[config.mk]
export PLATFORM = sky130hd
export DESIGN_NAME = branch_resolve_unit
export DESIGN_NICKNAME = d
export VERILOG_FILES = /design/src/rtl/branch_resolve_unit.sv
export SDC_FILE = /design/constraint.sdc
export NUM_CORES = 1
export LEC_CHECK = 0
export ABC_AREA = 1
export CORE_AREA = 2 2 175 177
export CTS_BUF_LIST = sky130_fd_sc_hd__clkbuf_4 sky130_fd_sc_hd__clkbuf_8 sky130_fd_sc_hd__clkbuf_16
export DETAILED_ROUTE_END_ITERATION = 10
export DIE_AREA = 0 0 177 179
export PLACE_DENSITY = 0.66
export SETUP_SLACK_MARGIN = 0.4
export SYNTH_ARGS = -nofsm -noshare
export SYNTH_HDL_FRONTEND = slang
export SYNTH_SLANG_ARGS = --single-unit
[constraint.sdc]
create_clock -name i_clk -period 19.6 [get_ports i_clk]
set_clock_uncertainty 0.1 [all_clocks]
set_input_delay 5.88 -clock i_clk [delete_from_list [all_inputs] [get_ports i_clk]]
set_output_delay 5.88 -clock i_clk [all_outputs]
set_load 0.03 [all_outputs]
[src/rtl/branch_resolve_unit.sv]
// Branch resolve for the RV32I EX stage: funct3 decode, outcome, mispredict flush/redirect, 2-bit BHT, perf counters.
// Latency: prediction and resolve are combinational; BHT/counter updates land on the next rising edge.
// Backpressure: none; the pipeline qualifies flush/taken with its own valid/stall handling.
module branch_resolve_unit #(
    parameter int INDEX_W = 6,
    parameter int CNT_W   = 32
) (
    input  logic             i_clk,
    input  logic             i_reset,
    input  logic [31:0]      i_if_pc,
    output logic             o_if_pred_taken,
    input  logic             i_ex_valid,
    input  logic             i_ex_is_branch,
    input  logic [2:0]       i_ex_funct3,
    input  logic [31:0]      i_ex_pc,
    input  logic [31:0]      i_ex_target,
    input  logic             i_ex_pred_taken,
    output logic             o_ex_br_un,
    input  logic             i_ex_br_less,
    input  logic             i_ex_br_equal,
    output logic             o_ex_taken,
    output logic             o_flush,
    output logic [31:0]      o_redirect_pc,
    output logic [CNT_W-1:0] o_br_count,
    output logic [CNT_W-1:0] o_mispred_count
);

    localparam int DEPTH = 1 << INDEX_W;

    typedef struct packed {
        logic legal;
        logic signed_cmp;
        logic use_less;
        logic invert;
    } br_dec_t;

    br_dec_t              dec;
    logic                 br_v;
    logic                 cmp_hit;
    logic [31:0]          pc_plus4;
    logic [INDEX_W-1:0]   if_idx;
    logic [INDEX_W-1:0]   ex_idx;
    logic [1:0]           bht [DEPTH];
    logic [1:0]           bht_cur;
    logic [1:0]           bht_nxt;
    logic                 unused_pc_bits;

    // BNE/BGE(U) reuse the EQ/LT flag inverted; equality is mode-independent so only BLT/BGE pick signed.
    always_comb begin
        dec = '0;
        case (i_ex_funct3)
            3'b000:  dec = '{legal: 1'b1, signed_cmp: 1'b0, use_less: 1'b0, invert: 1'b0};
            3'b001:  dec = '{legal: 1'b1, signed_cmp: 1'b0, use_less: 1'b0, invert: 1'b1};
            3'b100:  dec = '{legal: 1'b1, signed_cmp: 1'b1, use_less: 1'b1, invert: 1'b0};
            3'b101:  dec = '{legal: 1'b1, signed_cmp: 1'b1, use_less: 1'b1, invert: 1'b1};
            3'b110:  dec = '{legal: 1'b1, signed_cmp: 1'b0, use_less: 1'b1, invert: 1'b0};
            3'b111:  dec = '{legal: 1'b1, signed_cmp: 1'b0, use_less: 1'b1, invert: 1'b1};
            default: dec = '0;
        endcase
    end

    assign o_ex_br_un = dec.signed_cmp;
    assign br_v       = i_ex_valid & i_ex_is_branch & dec.legal;
    assign cmp_hit    = dec.use_less ? i_ex_br_less : i_ex_br_equal;
    assign o_ex_taken = br_v & (cmp_hit ^ dec.invert);
    assign o_flush    = br_v & (o_ex_taken != i_ex_pred_taken);

    // A correctly predicted taken branch leaves fetch alone, so the target only escapes on a flush.
    assign pc_plus4      = i_ex_pc + 32'd4;
    assign o_redirect_pc = (o_flush & o_ex_taken) ? i_ex_target : pc_plus4;

    assign if_idx          = i_if_pc[INDEX_W+1:2];
    assign ex_idx          = i_ex_pc[INDEX_W+1:2];
    assign o_if_pred_taken = bht[if_idx][1];
    assign unused_pc_bits  = ^{i_if_pc[31:INDEX_W+2], i_if_pc[1:0]};

    always_comb begin
        bht_cur = bht[ex_idx];
        bht_nxt = bht_cur;
        if (o_ex_taken) begin
            if (bht_cur != 2'b11) bht_nxt = bht_cur + 2'd1;
        end else begin
            if (bht_cur != 2'b00) bht_nxt = bht_cur - 2'd1;
        end
    end

    // Same-index IF read sees the old entry because the write lands only on the edge.
    always_ff @(posedge i_clk or posedge i_reset) begin
        if (i_reset) begin
            for (int i = 0; i < DEPTH; i++) bht[i] <= 2'b01;
        end else if (br_v) begin
            bht[ex_idx] <= bht_nxt;
        end
    end

    always_ff @(posedge i_clk or posedge i_reset) begin
        if (i_reset) begin
            o_br_count      <= '0;
            o_mispred_count <= '0;
        end else begin
            if (br_v && (o_br_count != {CNT_W{1'b1}}))
                o_br_count <= o_br_count + 1'b1;
            if (o_flush && (o_mispred_count != {CNT_W{1'b1}}))
                o_mispred_count <= o_mispred_count + 1'b1;
        end
    end

endmodule

* After elaboration in Yosys (flattened, before gate mapping)
Index checks and enable logic that the tools add are counted.
Word-level totals: bits of input ports 106, bits in registers 192, output and inout bits 100
Operators by class: equal/unequal tests 9, muxes and demuxes 15, magnitude comparators 3, add/sub/neg operators 5, reduce and logical (&&, ||, !) cells 5, bitwise logic cells 8
Operators by type and width (count):
- $bwmux W128 | 1
- $add A32 B1 Y32 const B | 2
- $ne A32 B32 Y1 const B | 2
- $add A32 B3 Y32 const B | 1
- $mux W32 | 1
- $bmux W2 S6 | 2
- $pmux W4 S6 | 1
- $mux W2 | 8
- $ge A7 B7 Y1 const B | 2
- $not A6 Y7 | 2
- $demux W2 S6 | 1
- $eq A3 B3 Y1 const B | 4
- $lt A7 B1 Y1 const B | 1
- $and A1 B1 Y1 | 5
- $eq A3 B1 Y1 const B | 1
- $logic_and A1 B1 Y1 | 3
- $logic_not A3 Y1 | 1
- $add A2 B1 Y2 const B | 1
- $ne A2 B2 Y1 const B | 1
- $reduce_bool A2 Y1 | 1
- $sub A2 B1 Y2 const B | 1
- $mux W1 | 1
- $ne A1 B1 Y1 | 1
- $xor A1 B1 Y1 | 1

* Depth between registers and ports, before layout
word-level depth 9, depth in mapped cells 15, gate-level depth less buffers 12

* Worst setup path after synthesis
Ideal clock, no wire load.
kind input -> output, start input port i_ex_br_less, end output port o_redirect_pc[10], arrival time 7.700 ns, data required time 13.620 ns, stages on the path 10, path buffers 1, slack 5.920 ns, cells stage by stage inv_1 > nand2_1 > o21ai_0 > xnor2_1 > nor2_1 > inv_2 > nor2_2 > clkbuf_1 > nand2_1 > o21ai_0
Between the ends: longest elaborated chain between the ends 7
Ends and longest elaborated chain:
- from (decl) | line 19 | input logic i_ex_br_less,
- $mux W1 (*) | line 64 | assign cmp_hit = dec.use_less ? i_ex_br_less : i_ex_br_equal;
- $xor A1 B1 Y1 (*) | line 65 | assign o_ex_taken = br_v & (cmp_hit ^ dec.invert);
- $and A1 B1 Y1 (*) | line 65
- net o_ex_taken | line 21 | output logic o_ex_taken,
- $ne A1 B1 Y1 | line 66 | assign o_flush = br_v & (o_ex_taken != i_ex_pred_taken);
- $and A1 B1 Y1 | line 66
- $and A1 B1 Y1 (*) | line 70 | assign o_redirect_pc = (o_flush & o_ex_taken) ? i_ex_target : pc_plus4;
- $mux W32 (*) | line 70
- to (decl) | line 23 | output logic [31:0] o_redirect_pc,
The timed path passes the listed nets; every way through them passes the cells marked *.

* Worst setup path in the final report
start input port i_ex_pc[2], end output port o_redirect_pc[25]
Between the ends: longest elaborated chain between the ends 2
Ends and longest elaborated chain:
- from (decl) | line 15 | input logic [31:0] i_ex_pc,
- $add A32 B3 Y32 | line 69 | assign pc_plus4 = i_ex_pc + 32'd4;
- $mux W32 | line 70
Every way passes these cells.

==> out/qor.yml <==
chipHeight_um: 179
clk_pin_slew_ns: 0.08
setup.worst_path.start: "i_ex_pc[2]"
fin_util_pct: 50.8
io_buffers: 179
least_margin_pin_slew_ns: 1.12
dp_hpwl_um: 25600
cts_hold_buffers: 0
outcome: "finished, final reports clean"
detail_route.vias_per_cell: 5.24
power.total_mw: 1.02
static-leakage-power_nw: 6.95
mappedNetlistNets: 2021
rsz0062_at_grt: "no"
grt_pass1_vias: 12217
syn-mean-instance-area_um2: 6.63
cts_setup_buffers: 0
share_of_async_settable_or_async_resettable_flops_after_synthesis_pct: 100
detail-route-antenna-nets: 0
cts_root_buffer: "sky130_fd_sc_hd__clkbuf_16"
sw_frac_of_total_pct: 33.6
flops_latches_synth: 192
timing.critical_path.arrival_ns: 9.71
area_delta_synth_final_pct: 20.3
yosysTopAreaCell: "sky130_fd_sc_hd__dfrtp_1"
finalWeightedCongestion: 0.888
cts.htree.levels: 4
worst-path-buf-inv: 4
row_count: 64
timing_max_transition_violations_final: 0
p_comb_share_pct: 21.2
path_type_of_the_worst_min_delay_path: "flop to flop"
n_antenna_cell: 0
setup_violations: 0
syn-cell-area_um2: 12700
rrSetupSlack_ns: 16.74
grt_first_pass_wirelength_um: 62400
synth.cells.most_frequent: "sky130_fd_sc_hd__nand2_1 (670), sky130_fd_sc_hd__inv_1 (239), sky130_fd_sc_hd__nand3_1 (223)"
die_footprint_um2: 31700
pin_count_of_the_biggest_net_entering_global_routing: 129
clkLatencyLatePin_ns: 0.45
crit_start_category: "input port"
synth_edf_count: 0
tritoncts_clock_tree: "built"
worst-r2r-cell-count: 10
drt_wl_total_um: 39400
max_freq_mhz: 63.7
globalRouteTotalUtil_pct: 24.9
path_max_fanout: 86
cts_buffers: 17
die_w_um: 177
crit_required_ns: 13.62
synth_flop_cell: "sky130_fd_sc_hd__dfrtp_1"
gr-total-overflow: 0
cp_slowest_stage_delay_ns: 0.73
crit_path_top_delay_cell: "sky130_fd_sc_hd__buf_4"
grt_antenna_before_repair: 0
timing.setup.tns_ns: 0
synth_seq_area_share_pct: 38.5
core_area_um2: 30000
design.final.nets: 2157
synth_top_cell_area_share_pct: 25.3
cpMostUsedCell: "sky130_fd_sc_hd__nand2_1"
power.net_switching_mw: 0.343
power_per_cell_area_nw_per_um2: 67.0
relSlewSlack_pct: 25.4
yosysMostFrequentCell: "sky130_fd_sc_hd__nand2_1"
maxCapViolCount: 0
cp_cell_sequence: "buf_2, buf_4, inv_2, nor2_4, nand2_1, nor3_2, nand4_1, nor3_1, xor2_1, nand2_1, nand2_1, clkdlybuf4s50_1"
critical_path_sink_type: "primary output"
power.share.sequential_pct: 42.9
endpoint: "o_redirect_pc[25]"
cts.sink_count: 192
share_of_power_burned_in_the_clock_network_pct: 36.0
hold_violations: 0
post_route_cells_drive_above_1_share_pct: 6.74
synthesis.yosys.warnings: 0
rr_startpoint: "o_br_count[14]$_DFFE_PP0P_"
post_synth_num_cell_types: 35
rr_endpoint: "o_br_count[10]$_DFFE_PP0P_"
finalWorstPathRequiredPeriod_ns: 15.69
irDropWorstVdd_v: 0.0000603
wire_per_inst_um: 16.0
finalCritPeriodShare_pct: 80.1
internal_dissipation_mw: 0.678
postSynthCellCount: 1912
fillCellCount: 2976
dr_total_vias: 12882
post_synth_main_area_contributors: "sky130_fd_sc_hd__dfrtp_1 (25%), sky130_fd_sc_hd__nand2_1 (20%), sky130_fd_sc_hd__dfstp_2 (13%)"
drcViolationCount: 0
drt_pre_antenna_iters: 5
cts.path.max_buffers: 2
initial_cell_density_of_the_core_pct: 42.2
cpLargestDelayFamily: "buffers and inverters"
worstSetupPathDepth: 12
detailedRoute.firstIterationViolations: 1219
setup.worst_path.class: "input port to primary output"
ioPinCount: 206
post_cts_resized: 0
[state kept, by name, indices dropped and copies added (netlist names)]
register / flops
bht: 128
o_br_count: 32
o_mispred_count: 32
[cells in the final DEF (no fill, tap or decap), types with 6 or more instances in the layout]
| cell | n |
|---|---|
| sky130_fd_sc_hd__nand4_1 | 30 |
| sky130_fd_sc_hd__inv_1 | 238 |
| sky130_fd_sc_hd__nand2_1 | 670 |
| sky130_fd_sc_hd__dfstp_2 | 64 |
| sky130_fd_sc_hd__clkbuf_16 | 17 |
| sky130_fd_sc_hd__o211ai_1 | 19 |
| sky130_fd_sc_hd__nand3_1 | 223 |
| sky130_fd_sc_hd__xor2_1 | 46 |
| sky130_fd_sc_hd__clkdlybuf4s50_1 | 177 |
| sky130_fd_sc_hd__xnor2_1 | 38 |
| sky130_fd_sc_hd__o21ai_1 | 15 |
| sky130_fd_sc_hd__o21ai_0 | 70 |
| sky130_fd_sc_hd__nor2_1 | 191 |
| sky130_fd_sc_hd__inv_2 | 7 |
| sky130_fd_sc_hd__buf_4 | 6 |
| sky130_fd_sc_hd__nor4_1 | 8 |
| sky130_fd_sc_hd__nor3_1 | 39 |
| sky130_fd_sc_hd__dfrtp_1 | 128 |
| sky130_fd_sc_hd__a21oi_1 | 16 |
| sky130_fd_sc_hd__or2_2 | 8 |
[routing by layer]
metal,global-route usage [%],vias up,part of all wire [%]
met1,32.9,6014,44
met3,4.18,65,7.8
met4,8.16,0,2.3
li1,-,6255,-
met5,0,-,0
met2,41.6,548,46
[worst register-to-register path: stages (launching register included)]
cell	delay [ns]
sky130_fd_sc_hd__dfrtp_1	0.43
sky130_fd_sc_hd__inv_1	0.09
sky130_fd_sc_hd__nor3_1	0.42
sky130_fd_sc_hd__nand2_1	0.13
sky130_fd_sc_hd__nor3_1	0.25
sky130_fd_sc_hd__nand2_1	0.12
sky130_fd_sc_hd__nand2_2	0.31
sky130_fd_sc_hd__inv_1	0.44
sky130_fd_sc_hd__nand2_1	0.24
sky130_fd_sc_hd__nor2_1	0.07
sky130_fd_sc_hd__xor2_1	0.14
[power groups by stage]
stage	clock (mW)	combinational, mW	sequential (mW)
finish	0.367	0.216	0.438
global route	0.390	0.234	0.442
CTS	0.374	0.215	0.438
detailed placement	0	0.214	0.445
global placement	0	0.212	0.445
floorplan	0	0.115	0.460
[kinds of logic after synthesis]
kind of cell / count (synthesis) / synth area share [%]
buffers and inverters: 316 / 10.4
xor gates and xnor gates: 84 / 5.80
adders and majority gates: 3 / 0.296
DFF: 192 / 38.5
and+or+nand+nor: 1195 / 39.7
AOI/OAI and AO/OA: 122 / 5.28
[worst min-delay path by stage]
| stage | endpoint | startpoint | slack [ns] | cells after the start |
|---|---|---|---|---|
| floorplan | bht[106]$_DFFE_PP1P_ | bht[106]$_DFFE_PP1P_ | 0.34 | 2 |
| global placement | bht[122]$_DFFE_PP1P_ | bht[122]$_DFFE_PP1P_ | 0.35 | 2 |
| detailed placement | bht[120]$_DFFE_PP1P_ | bht[120]$_DFFE_PP1P_ | 0.36 | 2 |
| CTS | bht[98]$_DFFE_PP1P_ | bht[98]$_DFFE_PP1P_ | 0.37 | 2 |
| global route | bht[6]$_DFFE_PP1P_ | bht[6]$_DFFE_PP1P_ | 0.38 | 2 |
| finish | bht[84]$_DFFE_PP1P_ | bht[84]$_DFFE_PP1P_ | 0.37 | 2 |
[final cells by class]
cell class | count | area (um2) | share of cell area (%)
inverters | 248 | 938 | 6.15
clock buffers | 18 | 433 | 2.84
flip-flops and latches | 192 | 4880 | 32.0
repair buffers | 185 | 1830 | 12.0
clock inverters | 14 | 189 | 1.24
multi-input cells | 1404 | 6480 | 42.5
well taps | 396 | 495 | 3.25
[through the flow]
stage	hold slack [ns]	worst slack, ns	area, um2	instances
final	0.368	3.91	15200	2457
after global routing	0.377	3.65	15200	2457
after global placement	0.352	4.00	14600	2425
after CTS	0.369	3.97	15200	2457
after detailed placement	0.356	3.99	14600	2425
after floorplan	0.343	5.92	12700	1912
Power figures use the tool's default switching activity.
